### config.mk
export PLATFORM = sky130hd
export DESIGN_NAME = avatar_motion
export DESIGN_NICKNAME = d
export VERILOG_FILES = /design/src/rtl/motion_pkg.sv /design/src/rtl/x_wrap_counter.sv /design/src/rtl/avatar_motion.sv
export SDC_FILE = /design/constraint.sdc
export NUM_CORES = 1
export LEC_CHECK = 0
export ABC_AREA = 1
export BUFFER_PORTS_ARGS = -buffer_cell sky130_fd_sc_hd__buf_4
export CAP_MARGIN = 20
export CORE_MARGIN = 1
export CORE_UTILIZATION = 45
export CTS_BUF_LIST = sky130_fd_sc_hd__clkbuf_4 sky130_fd_sc_hd__clkbuf_8
export DETAILED_ROUTE_END_ITERATION = 8
export PLACE_DENSITY = 0.65
export REMOVE_ABC_BUFFERS = 1
export SETUP_SLACK_MARGIN = 0.3
export SYNTH_ARGS = -nofsm -noshare
export SYNTH_HDL_FRONTEND = slang
export SYNTH_SLANG_ARGS = --single-unit
### constraint.sdc
create_clock -name clk -period 4.63 [get_ports clk]
set_input_delay 1.1575 -clock clk [delete_from_list [all_inputs] [get_ports clk]]
set_output_delay 1.1575 -clock clk [all_outputs]
set_load 0.01 [all_outputs]
### src/rtl/motion_pkg.sv
// motion_pkg: shared types for the avatar motion slice.
//   action_t : controller action code (matches the controller FSM's action output)
//   phase_t  : vertical motion phase reported to the renderer
package motion_pkg;

    typedef enum logic [1:0] {
        A_STAND = 2'b00,
        A_JUMP  = 2'b01,
        A_DJUMP = 2'b10,
        A_RUN   = 2'b11
    } action_t;

    typedef enum logic [1:0] {
        P_GROUND = 2'b00,
        P_RISE   = 2'b01,
        P_FALL   = 2'b10
    } phase_t;

endpackage

### src/rtl/x_wrap_counter.sv
// x_wrap_counter: enabled modulo-(X_MAX+1) counter for the horizontal position.
//   clk     : clock
//   reset   : synchronous active-high reset, clears the count
//   en_i    : advance by one when high
//   count_o : registered count, wraps from X_MAX to 0
module x_wrap_counter #(
    parameter int unsigned X_W   = 8,
    parameter int unsigned X_MAX = 159
) (
    input  logic           clk,
    input  logic           reset,
    input  logic           en_i,
    output logic [X_W-1:0] count_o
);

    localparam logic [X_W-1:0] MAX_VAL = X_W'(X_MAX);

    logic [X_W-1:0] count_q;
    logic [X_W-1:0] count_d;

    // Next count: wrap at the top of the range.
    always_comb begin
        count_d = count_q;
        if (en_i) begin
            if (count_q == MAX_VAL) begin
                count_d = '0;
            end else begin
                count_d = count_q + X_W'(1);
            end
        end
    end

    always_ff @(posedge clk) begin
        if (reset) begin
            count_q <= '0;
        end else begin
            count_q <= count_d;
        end
    end

    assign count_o = count_q;

endmodule

### src/rtl/avatar_motion.sv
// avatar_motion: turns controller action codes into a horizontal position and
// a jump arc with one double jump per airborne episode. Advances on tick only.
//   clk, reset : clock, synchronous active-high reset
//   tick       : frame enable
//   action     : 00 STAND, 01 JUMP, 10 DJUMP, 11 RUN
//   x_pos      : registered horizontal position (wraps past X_MAX)
//   y_pos      : registered height above ground
//   phase      : 00 GROUND, 01 RISE, 10 FALL
//   airborne   : registered, high when phase is not GROUND
//   landed     : one-cycle pulse after the landing tick
module avatar_motion
    import motion_pkg::*;
#(
    parameter int unsigned X_W         = 8,
    parameter int unsigned Y_W         = 6,
    parameter int unsigned X_MAX       = 159,
    parameter int unsigned JUMP_H      = 8,
    parameter int unsigned DJUMP_EXTRA = 4
) (
    input  logic           clk,
    input  logic           reset,
    input  logic           tick,
    input  logic [1:0]     action,
    output logic [X_W-1:0] x_pos,
    output logic [Y_W-1:0] y_pos,
    output logic [1:0]     phase,
    output logic           airborne,
    output logic           landed
);

    localparam logic [Y_W-1:0] JUMP_RISE_INIT = Y_W'(JUMP_H - 1);
    localparam logic [Y_W-1:0] DJ_EXTRA       = Y_W'(DJUMP_EXTRA);
    localparam logic [Y_W-1:0] DJ_RISE_INIT   = Y_W'(DJUMP_EXTRA - 1);

    action_t        act;
    phase_t         phase_q,     phase_d;
    logic [Y_W-1:0] y_q,         y_d;
    logic [Y_W-1:0] rise_left_q, rise_left_d;
    logic           dj_used_q,   dj_used_d;
    logic           airborne_q,  airborne_d;
    logic           landed_q,    landed_d;
    logic [Y_W-1:0] rise_next;
    logic           dj_ok;

    assign act   = action_t'(action);
    assign dj_ok = (act == A_DJUMP) && !dj_used_q;

    // Horizontal position: RUN advances in any phase, concurrent with vertical.
    x_wrap_counter #(
        .X_W   (X_W),
        .X_MAX (X_MAX)
    ) u_x_wrap_counter (
        .clk     (clk),
        .reset   (reset),
        .en_i    (tick && (act == A_RUN)),
        .count_o (x_pos)
    );

    // Vertical FSM next-state and counters; JUMP while airborne acts as STAND.
    always_comb begin
        phase_d     = phase_q;
        y_d         = y_q;
        rise_left_d = rise_left_q;
        dj_used_d   = dj_used_q;
        landed_d    = 1'b0;
        rise_next   = rise_left_q - Y_W'(1);

        if (tick) begin
            case (phase_q)
                P_GROUND: begin
                    if (act == A_JUMP) begin
                        y_d         = Y_W'(1);
                        rise_left_d = JUMP_RISE_INIT;
                        phase_d     = (JUMP_RISE_INIT == '0) ? P_FALL : P_RISE;
                    end
                end
                P_RISE: begin
                    y_d = y_q + Y_W'(1);
                    if (dj_ok) begin
                        rise_next = rise_left_q - Y_W'(1) + DJ_EXTRA;
                        dj_used_d = 1'b1;
                    end
                    rise_left_d = rise_next;
                    if (rise_next == '0) begin
                        phase_d = P_FALL;
                    end
                end
                P_FALL: begin
                    if (dj_ok) begin
                        y_d         = y_q + Y_W'(1);
                        dj_used_d   = 1'b1;
                        rise_left_d = DJ_RISE_INIT;
                        phase_d     = (DJ_RISE_INIT == '0) ? P_FALL : P_RISE;
                    end else begin
                        y_d = y_q - Y_W'(1);
                        if (y_q == Y_W'(1)) begin
                            phase_d   = P_GROUND;
                            dj_used_d = 1'b0;
                            landed_d  = 1'b1;
                        end
                    end
                end
                default: begin
                    // Unreachable encoding: recover to a clean ground state.
                    phase_d     = P_GROUND;
                    y_d         = '0;
                    rise_left_d = '0;
                    dj_used_d   = 1'b0;
                end
            endcase
        end

        airborne_d = (phase_d != P_GROUND);
    end

    always_ff @(posedge clk) begin
        if (reset) begin
            phase_q     <= P_GROUND;
            y_q         <= '0;
            rise_left_q <= '0;
            dj_used_q   <= 1'b0;
            airborne_q  <= 1'b0;
            landed_q    <= 1'b0;
        end else begin
            phase_q     <= phase_d;
            y_q         <= y_d;
            rise_left_q <= rise_left_d;
            dj_used_q   <= dj_used_d;
            airborne_q  <= airborne_d;
            landed_q    <= landed_d;
        end
    end

    assign y_pos    = y_q;
    assign phase    = phase_q;
    assign airborne = airborne_q;
    assign landed   = landed_q;

endmodule

==> flow_metrics.tcl <==
set metrics [dict create \
    cp.arrival_ns 2.47 \
    core_area_sq_um 3420 \
    r2r_cells 18 \
    hold_viol_final 0 \
    path_cells "buf_4 > inv_1 > nand2_1 > nand2_1 > nand2_1 > o21ai_0 > o21ai_0 > o22ai_1 > nand2_1 > a21oi_1" \
    rr_endpoint "airborne" \
    synth_simple_gate_area_share_pct 31.8 \
    final_cell_count_no_fill 318 \
    cts_resized 0 \
    nets 288 \
    crit_top_cell "nand2_1" \
    clock_skew_ns 0.00980 \
    cap_violations 0 \
    p_seq_share_pct 54.0 \
    synth_edf_count 0 \
    drc 0 \
    cts.path.max_buffers 2 \
    routed_wirelength_um 3600 \
    rsz0062_at_grt "no" \
    hold_depth 2 \
    syn_inst 249 \
    timing_worst_setup_path_type "input port to flop" \
    yosys_warnings 0 \
    worst_ep_required_time_ns 4.89 \
    num_rows 21 \
    numCtsBuffers 3 \
    avgViaCountPerCell 5.03 \
    end_kind "flop" \
    postCtsHoldBufs 0 \
    grt.overflow.total 0 \
    reg2reg_slack_ns 2.61 \
    cts_sinks 25 \
    tns_ns 0 \
    yosysTopAreaCell "dfxtp_1" \
    ios 23 \
    slowest_stage "nand2_1" \
    hp-class "flop to flop" \
    crit_family "compound AO/OA/AOI/OAI gates" \
    placed_cells 314 \
    slew-limit-headroom_pct 77.9 \
    synth_compound_area_share_pct 15.7 \
    ys_top_cells_by_area "dfxtp_1, nand2_1, inv_1" \
    netlist_area_sq_um 1650 \
    diodes 0 \
    p_switching_w 0.000136 \
    synth_fa_ha_area_share_pct 7.56 \
    clock_latency_ns 0.33 \
    fin_hold_ws_ns 0.493 \
    synthArstFlopShare_pct 0 \
    die_w_um 62.6 \
    netlist.area_leader.share_pct 30.3 \
    initial_utilization_pct 48.4 \
    max_stage_delay_ns 0.22 \
    yosysSeqAreaShare_pct 30.3 \
    internal-power_w 0.000289 \
    pwr-share-comb_pct 22.3 \
    startpoint_type "input port" \
    synthXorXnorAreaFrac_pct 4.77 \
    dr.first_iter.drc_count 66 \
    worstReg2RegStart "rise_left_q[0]" \
    power.density_nw_per_um2 225 \
    syn_avg_cell_area_sq_um 6.64 \
    post_cts_buffers 0 \
    p_leak_nw 0.824 \
    worst_pin_slew_ns 0.329 \
    layout-drive-gt1-share_pct 14.3 \
    die_h_um 62.6 \
    cts.htree.levels 1 \
    wire_per_inst_um 11.3 \
    antenna_found_initial 0 \
    status "completed" \
    ys.flop_type "dfxtp_1" \
    dr.pass1.iters 4 \
    hold_end "rise_left_q[5]" \
    vdd_ir_drop_max_mv 0.128 \
    p_sw_share_pct 32.1 \
    drv_slew 0 \
    setup_violations 0 \
    ys_seq_elements 25 \
    cts-root-buf "clkbuf_4" \
    cts_tree "done" \
    grt_usage_pct 19.9 \
    period_needed_ns 2.21 \
    grt_pass1_wl_um 6310 \
    min_from "rise_left_q[5]" \
    yosysUniqueCellTypes 30 \
    clkPwrFrac_pct 23.7 \
    cp.buffers_inverters 2 \
    min_period_over_period_pct 47.7 \
    path_clk_slew_ns 0.15 \
    dp_hpwl_um 2780 \
    synth_top_family_by_area "simple AND/OR/NAND/NOR gates" \
    grt_max_degree 15 \
    areaGrowthSynthToFinish_pct 14.3 \
    place.port_buffers 22 \
    ant_nets 0 \
    via_count 1601 \
    crit_fanout 9 \
    fmax_mhz 453 \
    synthMuxAreaShare_pct 0 \
    die_area_sq_um 3920 \
    gp_congestion 0.811 \
    grt_pass1_vias 1415 \
]
==> stage by stage <==
stage / worst slack, ns / area, sq um / total power (W) / utilization, %
after floorplan: 2.43 / 1640 / 0.000302 / -
after global placement: 2.10 / 1860 / 0.000328 / 54.5
after detailed placement: 2.10 / 1860 / 0.000328 / 54.5
after CTS: 2.44 / 1890 / 0.000428 / 55.3
after global routing: 2.25 / 1890 / 0.000454 / 55.3
final: 2.42 / 1890 / 0.000425 / 55.3
==> worst reg2reg max path, cell delays in order (launching register included) <==
cell and delay [ns]:
dfxtp_1 0.37, clkinv_1 0.21, ha_1 0.34, inv_1 0.09, nand2_1 0.05, nand2_1 0.09, nor2_2 0.05, nand2_1 0.10
nand2_1 0.05, nand2_1 0.05, inv_1 0.05, nor2_2 0.11, nand2_1 0.06, nand2_1 0.06, nand2_1 0.06, nand2_1 0.05
nand2_1 0.04, nand2_1 0.07, nand2_1 0.05
==> worst max path at each step <==
stage / slack (ns) / end / startpoint / depth (start not counted)
6_report: 2.42 / y_pos[4] / action[1] / 10
5_1_grt: 2.25 / airborne / action[0] / 16
4_1_cts: 2.44 / y_pos[2] / y_pos[2] / 1
3_5_place_dp: 2.10 / airborne / action[0] / 16
3_3_place_gp: 2.10 / airborne / action[0] / 16
2_1_floorplan: 2.43 / airborne / action[0] / 15
==> layer usage <==
metal  global-route usage, %  wire (um)  up-vias
li1                        -          -      848
met1                    28.9       1870      722
met2                    30.4       1590       27
met3                    2.19        104        4
met4                    6.40         37        0
met5                       0          0        -
==> power by group through the flow <==
stage | Sequential (W) | Clock [W] | Combinational [W]
2_1_floorplan | 0.000234 | 0 | 0.0000679
3_3_place_gp | 0.000234 | 0 | 0.0000939
3_5_place_dp | 0.000234 | 0 | 0.0000942
4_1_cts | 0.000230 | 0.000104 | 0.0000947
5_1_grt | 0.000231 | 0.000114 | 0.000109
6_report | 0.000230 | 0.000101 | 0.0000948
==> synth_stat cells (2+ instances only) <==
cell type / instances
nand2_1: 62
inv_1: 36
inv_2: 3
xor2_1: 4
dfxtp_1: 25
nor2_1: 22
o21ai_0: 11
a31oi_1: 3
nor2_4: 3
nand3_1: 12
nor3_1: 5
xnor2_1: 5
nor3b_2: 2
ha_1: 10
nor2_2: 3
a21oi_1: 23
buf_2: 2
o22ai_1: 6
==> cell type report <==
class                   count  area, sq um
clock inverters             1         5.00
clock buffers               3         22.5
inverters                  40          150
fillers                   348         1530
repair buffers             22          165
flip-flops and latches     25          500
well taps                  46         57.6
multi-input cells         181          990
==> registers in the layout (all words and copies together) (netlist names) <==
signal and flops:
y_pos 6, airborne 1, phase 2, rise_left_q 6
dj_used_q 1, landed 1, u_x_wrap_counter.count_o 8
==> kinds of logic (layout without fill, tap and decap cells) <==
| group | Yosys count | in the layout |
|---|---|---|
| xor gates and xnor gates | 9 | 9 |
| buffers and inverters | 43 | 66 |
| and+or+nand+nor | 115 | 115 |
| AOI/OAI and AO/OA | 47 | 47 |
| DFF | 25 | 25 |
| adders and majority gates | 10 | 10 |
==> layout by cell type, fill, tap and decap left out <==
cell type	n
ha_1	10
inv_2	3
a21oi_1	23
nor3_4	1
nor3b_2	2
clkbuf_4	3
a31oi_1	3
nand2_2	1
a32oi_1	1
o22ai_1	6
a211oi_1	1
nand3_1	12
o21ai_0	11
buf_4	22
inv_1	36
nand2_1	62
nor2_1	22
clkinv_2	1
nor3_1	5
nor2_4	3
dfxtp_1	25
nand3b_1	1
clkinv_1	1
o211ai_1	1
xnor2_1	5
xor2_1	4
and2_1	1
nand4_1	1
a41oi_1	1
nor4_1	1
nor2_2	3
Power figures use the tool's default switching activity.
